**config.mk**
```make
export PLATFORM = sky130hd
export DESIGN_NAME = fifo_uart_tx
export DESIGN_NICKNAME = d
export VERILOG_FILES = /design/src/rtl/fifo_uart_tx.sv
export SDC_FILE = /design/constraint.sdc
export NUM_CORES = 1
export LEC_CHECK = 0
export ABC_AREA = 1
export BUFFER_PORTS_ARGS = -buffer_cell sky130_fd_sc_hd__buf_2
export CAP_MARGIN = 40
export CELL_PAD_IN_SITES_DETAIL_PLACEMENT = 1
export CELL_PAD_IN_SITES_GLOBAL_PLACEMENT = 1
export CORE_ASPECT_RATIO = 0.6
export CORE_MARGIN = 1.5
export CORE_UTILIZATION = 37
export CTS_CLUSTER_SIZE = 30
export DETAILED_ROUTE_END_ITERATION = 6
export PLACE_DENSITY_LB_ADDON = 0.1
export SLEW_MARGIN = 10
export SYNTH_ARGS = -nofsm -noshare
export SYNTH_HDL_FRONTEND = slang
export SYNTH_SLANG_ARGS = --single-unit
```
**constraint.sdc**
```tcl
create_clock -name clk -period 1.52 [get_ports clk]
set_clock_uncertainty 0.15 [all_clocks]
set_input_delay 0 -clock clk [delete_from_list [all_inputs] [get_ports clk]]
set_output_delay 0 -clock clk [all_outputs]
set_load 0.02 [all_outputs]
```
**src/rtl/fifo_uart_tx.sv**
```systemverilog
// UART transmitter that pops payload words from an upstream FIFO and serialises them LSB first.
// Optional even-parity bit between data and stop bits is enabled with UART_TX_PARITY_EN.
module fifo_uart_tx #(
  parameter int unsigned DATA_WIDTH   = 8,
  parameter int unsigned CLKS_PER_BIT = 16,
  parameter int unsigned STOP_BITS    = 1
) (
  input  logic                  clk,
  input  logic                  rst_n,
  input  logic [DATA_WIDTH-1:0] fifo_data_in,
  input  logic                  fifo_empty,
  output logic                  fifo_read_ins,
  input  logic                  enable,
  output logic                  tx,
  output logic                  busy
);

  localparam int unsigned BaudW = (CLKS_PER_BIT > 1) ? $clog2(CLKS_PER_BIT) : 1;
  localparam int unsigned BitW  = $clog2(DATA_WIDTH + 1);

  localparam logic [BaudW-1:0] BaudLast = BaudW'(CLKS_PER_BIT - 1);
  localparam logic [BitW-1:0]  DataLast = BitW'(DATA_WIDTH - 1);
  localparam logic [BitW-1:0]  StopLast = BitW'(STOP_BITS - 1);

`ifdef UART_TX_PARITY_EN
  typedef enum logic [2:0] {StIdle, StStart, StData, StParity, StStop} state_e;
`else
  typedef enum logic [2:0] {StIdle, StStart, StData, StStop} state_e;
`endif

  state_e                r_state, w_state_next;
  logic [BaudW-1:0]      r_baud, w_baud_next;
  logic [BitW-1:0]       r_bit_idx, w_bit_next;
  logic [DATA_WIDTH-1:0] r_shift, w_shift_next;
  logic                  r_tx, w_tx_next;
  logic                  r_read, w_read_next;
  logic                  r_busy, w_busy_next;
  logic                  w_baud_done;

`ifdef UART_TX_PARITY_EN
  logic                  r_parity, w_parity_next;
`endif

  assign w_baud_done   = (r_baud == BaudLast);
  assign fifo_read_ins = r_read;
  assign tx            = r_tx;
  assign busy          = r_busy;

  always_comb begin
    w_state_next  = r_state;
    w_baud_next   = r_baud;
    w_bit_next    = r_bit_idx;
    w_shift_next  = r_shift;
    w_tx_next     = r_tx;
    w_read_next   = 1'b0;
    w_busy_next   = r_busy;
`ifdef UART_TX_PARITY_EN
    w_parity_next = r_parity;
`endif
    unique case (r_state)
      StIdle: begin
        w_tx_next   = 1'b1;
        w_busy_next = 1'b0;
        if (enable && !fifo_empty) begin
          w_state_next  = StStart;
          w_shift_next  = fifo_data_in;
          w_read_next   = 1'b1;
          w_busy_next   = 1'b1;
          w_baud_next   = '0;
          w_bit_next    = '0;
`ifdef UART_TX_PARITY_EN
          w_parity_next = ^fifo_data_in;
`endif
        end
      end
      StStart: begin
        // The pop cycle (r_read high) keeps tx idle; the start bit begins on the next edge.
        if (r_read) begin
          w_tx_next = 1'b0;
        end else if (w_baud_done) begin
          w_baud_next  = '0;
          w_bit_next   = '0;
          w_state_next = StData;
          w_tx_next    = r_shift[0];
          w_shift_next = r_shift >> 1;
        end else begin
          w_baud_next = r_baud + 1'b1;
        end
      end
      StData: begin
        if (w_baud_done) begin
          w_baud_next = '0;
          if (r_bit_idx == DataLast) begin
            w_bit_next   = '0;
`ifdef UART_TX_PARITY_EN
            w_state_next = StParity;
            w_tx_next    = r_parity;
`else
            w_state_next = StStop;
            w_tx_next    = 1'b1;
`endif
          end else begin
            w_bit_next   = r_bit_idx + 1'b1;
            w_tx_next    = r_shift[0];
            w_shift_next = r_shift >> 1;
          end
        end else begin
          w_baud_next = r_baud + 1'b1;
        end
      end
`ifdef UART_TX_PARITY_EN
      StParity: begin
        if (w_baud_done) begin
          w_baud_next  = '0;
          w_bit_next   = '0;
          w_state_next = StStop;
          w_tx_next    = 1'b1;
        end else begin
          w_baud_next = r_baud + 1'b1;
        end
      end
`endif
      StStop: begin
        w_tx_next = 1'b1;
        if (w_baud_done) begin
          w_baud_next = '0;
          if (r_bit_idx == StopLast) begin
            w_bit_next   = '0;
            w_state_next = StIdle;
            w_busy_next  = 1'b0;
          end else begin
            w_bit_next = r_bit_idx + 1'b1;
          end
        end else begin
          w_baud_next = r_baud + 1'b1;
        end
      end
      default: begin
        w_state_next = StIdle;
        w_tx_next    = 1'b1;
        w_busy_next  = 1'b0;
      end
    endcase
  end

  always_ff @(posedge clk) begin
    if (!rst_n) begin
      r_state   <= StIdle;
      r_baud    <= '0;
      r_bit_idx <= '0;
      r_shift   <= '0;
      r_tx      <= 1'b1;
      r_read    <= 1'b0;
      r_busy    <= 1'b0;
`ifdef UART_TX_PARITY_EN
      r_parity  <= 1'b0;
`endif
    end else begin
      r_state   <= w_state_next;
      r_baud    <= w_baud_next;
      r_bit_idx <= w_bit_next;
      r_shift   <= w_shift_next;
      r_tx      <= w_tx_next;
      r_read    <= w_read_next;
      r_busy    <= w_busy_next;
`ifdef UART_TX_PARITY_EN
      r_parity  <= w_parity_next;
`endif
    end
  end

endmodule

```
* Word-level counts from Yosys, hierarchy flattened
Cells that the tools add are included.
Word-level totals: output and inout bits 3, memories 0, register bits 22, bits in latches 0, bits in read-only memories 0, bits in writable memories 0
Cells by class: multipliers 0, bitwise gates (word level) 1, equality and inequality tests 14, shift-type cells 0, reduce and logical (&&, ||, !) cells 16, divide/modulo/power cells 0, add/subtract/negate cells 2, multiplexer cells 34, magnitude comparators 0
Operators with widths (count):
- $mux 8 | 5
- $mux 4 | 9
- $pmux 8 s3 | 1
- $mux 3 | 7
- $ne 2x2->1 const B | 8
- $pmux 4 s4 | 1
- $pmux 3 s4 | 1
- $pmux 4 s3 | 1
- $reduce_and 6->1 | 2
- $add 4x1->4 const B | 2
- $mux 1 | 7
- $reduce_and 7->1 | 1
- $eq 3x2->1 const B | 2
- $reduce_and 3->1 | 2
- $reduce_bool 3->1 | 2
- $eq 4x3->1 const B | 1
- $eq 4x4->1 const B | 1
- $logic_not 4->1 | 1
- $reduce_and 2->1 | 2
- $reduce_bool 4->1 | 1
- $reduce_or 2->1 | 2
- $eq 3x1->1 const B | 1
- $logic_not 3->1 | 1
- $ne 3x3->1 const B | 1
- other kinds (5) | 5

* Depth between registers and ports, before layout
word-level depth 4, depth in mapped cells 9

* Worst setup path before layout
Ideal clock, no wire load.
path type reg2reg, from reg r_state[0], to reg r_busy (netlist: busy), arrival time 1.370 ns, buffers on the path 1, stages on the path, launching flop included 8, data required time 1.300 ns, setup slack -0.070 ns, setup time 0.070 ns, clock period less this slack 1.590 ns, path through dfxtp_1 inv_1 ha_1 buf_2 inv_1 nand3_1 or2_0 a21oi_1
Between the ends: longest elaborated chain between the ends 4, elaborated cells between the ends (all ways) 10
RTL lines:
- start, declared | RTL line 31 | state_e r_state, w_state_next;
- start signal, assigned | RTL line 148 | r_state <= StIdle;
- start signal, assigned | RTL line 159 | r_state <= w_state_next;
- $eq 3x2->1 or $eq 3x1->1 (tied branches) | RTL line 60 | unique case (r_state)
- $reduce_or 2->1 (no line)
- $not 1->1 (no line)
- $reduce_and 3->1 (no line)
- end signal, assigned | RTL line 165 | r_busy <= w_busy_next;
- end, declared | RTL line 37 | logic r_busy, w_busy_next;
Parallel ways exist; a longest one is shown, timed or not. A chain may end at the register's enable or synchronous reset.

* Worst setup path after layout
from reg r_state[0], to reg r_shift[6]
Between the ends: longest elaborated chain between the ends 3, elaborated cells between the ends (all ways) 11
RTL lines:
- $eq 3x2->1 (tied with other cells) | RTL line 60
- $ne 2x2->1 (no line) or $reduce_bool 3->1 (tied branches)
- $reduce_and 6->1 (no line)
- end signal, assigned | RTL line 162 | r_shift <= w_shift_next;
- end, declared | RTL line 34 | logic [DATA_WIDTH-1:0] r_shift, w_shift_next;
Parallel ways exist; a longest one is shown, timed or not.

==> results by group <==
Outcome
  – Outcome: complete, but fails checks
  – Failing checks: setup timing

Route
  – First-pass iteration count of the detailed router: 4
  – Post-route ant nets: 0
  – WL/cell: 14.9 um
  – DRC Markers: 0
  – Initial DRC count: 44
  – Total number of vias: 1,451
  – Vias per cell: between 5 and 6
  – Overall routed net length: around 4300 um

Clock network
  – Longest Clk Path Bufs: 2
  – H-tree Lvls: 1
  – Root buffer cell: clkbuf_8
  – TritonCTS Sinks: 21
  – TritonCTS Buffers: 3
  – Skew-Pair Late Insertion Delay: about 270 ps
  – CTS tree: yes
  – CTS clk-pin slew, worst paths: 80 ps

Cells and area
  – ANT cells: 0
  – Synth-to-Final Area Change: 41.5%
  – Area occupied by multi-input gates: approximately 970 sq um
  – FILL cells: roughly 470
  – Post-layout util: a little under three fifths
  – Nets: approximately 270
  – Register Area: between 400 and 500 sq um
  – Share of layout cells above drive strength 1: between 30% and 40%

Synthesis
  – Yosys warnings: 0
  – Synth cell types: 27
  – Top cell type's share of synthesized area: 30.6%
  – Syn Inst Count: ~200
  – Sequential-to-total area share from yosys stat: between 30% and 40%
  – Synth top cells by count: nand2_1, inv_1, nor2_1
  – Main area contributors after synthesis: dfxtp_1, nand2_1, ha_1
  – Register bit total from synthesis: 21
  – Asr flop ratio synth: 0%
  – Count leader, synth: nand2_1
  – Synthesized area per cell: between 6 and 7 sq um
  – Dominant cell type by area after synthesis: dfxtp_1
  – Post-Syn Area: about 0.0014 sq mm
  – Count of flip-flops with a built-in enable after synthesis: 0
  – Post-Syn Nets: 222
  – Main flop type after synthesis: dfxtp_1

STA
  – Slew Limit Fails: 0
  – Slew @ Worst Pin: between 300 and 400 ps
  – Final period util: 108%
  – Final setup vio count: 11
  – Hold_ws: approximately 45 ps
  – Fin. Hold Viols: 0
  – Max Clk Rate: ~610 MHz
  – Final WS setup: -122 ps
  – Relative max-transition margin: between 70% and 80%
  – Setup TNS: -560 ps
  – Min Tclk post-route: 1640 ps
  – RSZ-0062 raised after global routing: true

Worst hold path
  – Startpoint of the worst hold path: fifo_data_in[6]
  – Hold WC Path Type: primary input to flip-flop

Critical path
  – Crit. End Element: flip-flop
  – Reg2Reg Launch Point: r_state[0]$_SDFFE_PN0P_
  – Most used cell, CP: nand2_1
  – Req. time, crit path: 1540 ps
  – Startpoint Class: flip-flop
  – Worst EP arrival: 1660 ps
  – CP Launch Point: r_state[0]$_SDFFE_PN0P_
  – CP Cell Sequence: inv_4 -> ha_4 -> inv_2 -> nand2_1 -> nand2_2 -> nor2_4 -> nand3_1 -> nand2_1 -> nor2_2
  – Slowest cell on crit path: dfxtp_2
  – Worst path max stage delay: between 300 and 400 ps
  – CP max FO: 7
  – WS Path Type: flip-flop to flip-flop

Power and ir drop
  – Pleak: roughly 0.9 nW
  – VDD IR-drop max: approximately 0.75 mV
  – Power Total: between 3 and 4 mW
  – Power Dens Cells: around 1700 mW/mm^2

GRT
  – GR peak layer: met2
  – GR Util met2: about 38%
  – Met1 Use GR: 28.7%
  – Total gr overflow: 0
  – Largest net degree at the start of global routing: 18
  – Gr usage total: between 20% and 30%
  – Initial antenna violation count: 0
  – Met3 Track Usage GR: roughly 3.8%
  – Number of global-route vias before repair: ~1,400
  – First-pass GRT wire length: ~6700 um

Die
  – Die ar.: slightly above 0.004 sq mm
  – Core Region: ~0.0034 sq mm
  – Initial core utilization: about two fifths
  – IO Pins: 15
  – Die width: roughly 82 um
  – Die Y: between 50 and 60 um
  – # rows: 16

Placement
  – GPL Wtd Cong: just under 0.8
  – IO Port Bufs: 14
  – Hpwl dp: around 2800 um

Run
  – Max-Cap Viols: 0
[through the flow]
stage / cell area, sq um / worst slack, ps / instances
after floorplan: 1380 / 3.22 / 201
after global placement: 1600 / -146 / 272
after detailed placement: 1600 / -230 / 272
after CTS: 1880 / -30.5 / 287
after global routing: 1940 / -178 / 290
final: 1940 / -122 / 290
[cell type report]
cell class	instances	area share (%)
clock buffers	3	2.12
clock inverters	1	0.257
inverters	32	6.69
multi-input cells	146	49.8
flip-flops and latches	21	22.1
well taps	45	2.90
repair buffers	42	16.1
[where the power goes]
part / internal [mW] / switching [mW] / total (mW)
clock network: 0.184 / 0.208 / 0.391
logic: 0.828 / 1.25 / 2.08
registers: 0.697 / 0.105 / 0.802
total: 1.71 / 1.57 / 3.28
[repair_timing]
item / 4_1_cts / 5_1_grt
setup endpoints to repair: 20 / 20
pin swaps: 8 / 7
hold buffers: 10 / 0
setup buffers: 1 / 2
endpoints found under the hold margin: 15 / 0
resized for setup: 34 / 12
cloned: 0 / 1
[worst max-delay path, delay by kind of cell (launching register included)]
family | cells | cell delay [ps]
AND/OR/NAND/NOR | 6 | 670
flip-flops | 1 | 350
buffers and inverters | 2 | 170
adder cells (fa/ha/maj) | 1 | 210
[logic make-up after synthesis]
logic type	after synthesis	share of synthesized area, %
muxes	7	5.10
DFF	21	30.6
adders and majority gates	9	8.20
and+or+nand+nor	111	37.5
xor gates and xnor gates	2	1.28
AOI/OAI and AO/OA	16	7.20
buffers and inverters	35	10.1
[layout by cell type (no fill, tap or decap), drive strengths merged, types with 7 or more instances in the layout]
master / instances
inv: 31
dlygate4sd3: 10
nor2: 28
a21oi: 8
nand2: 59
dfxtp: 21
ha: 9
mux2i: 7
nand3: 24
buf: 32
[metal layers]
metal | wire length, um | share of wire [%] | up-vias
met1 | 2050 | 47 | 683
li1 | - | - | 720
met3 | 107 | 2.5 | 13
met2 | 2080 | 48 | 35
met4 | 94 | 2.2 | 0
met5 | 0 | 0 | -
[worst paths after layout]
kind                                                 to  slack [ps]  depth (start not counted)
worst max-delay path            r_shift[6]$_SDFFE_PN0P_        -120                          9
worst min register to register        busy$_SDFFE_PN0P_         320                          2
worst max register to register  r_shift[6]$_SDFFE_PN0P_        -120                          9
worst min-delay path            r_shift[6]$_SDFFE_PN0P_          50                          5
[registers in the layout, summed over array words and instances (netlist names)]
register       flops
r_shift            8
r_baud             4
r_bit_idx          4
r_state            2
busy               1
fifo_read_ins      1
tx                 1
Note: power is estimated with default switching activity, not from simulation.
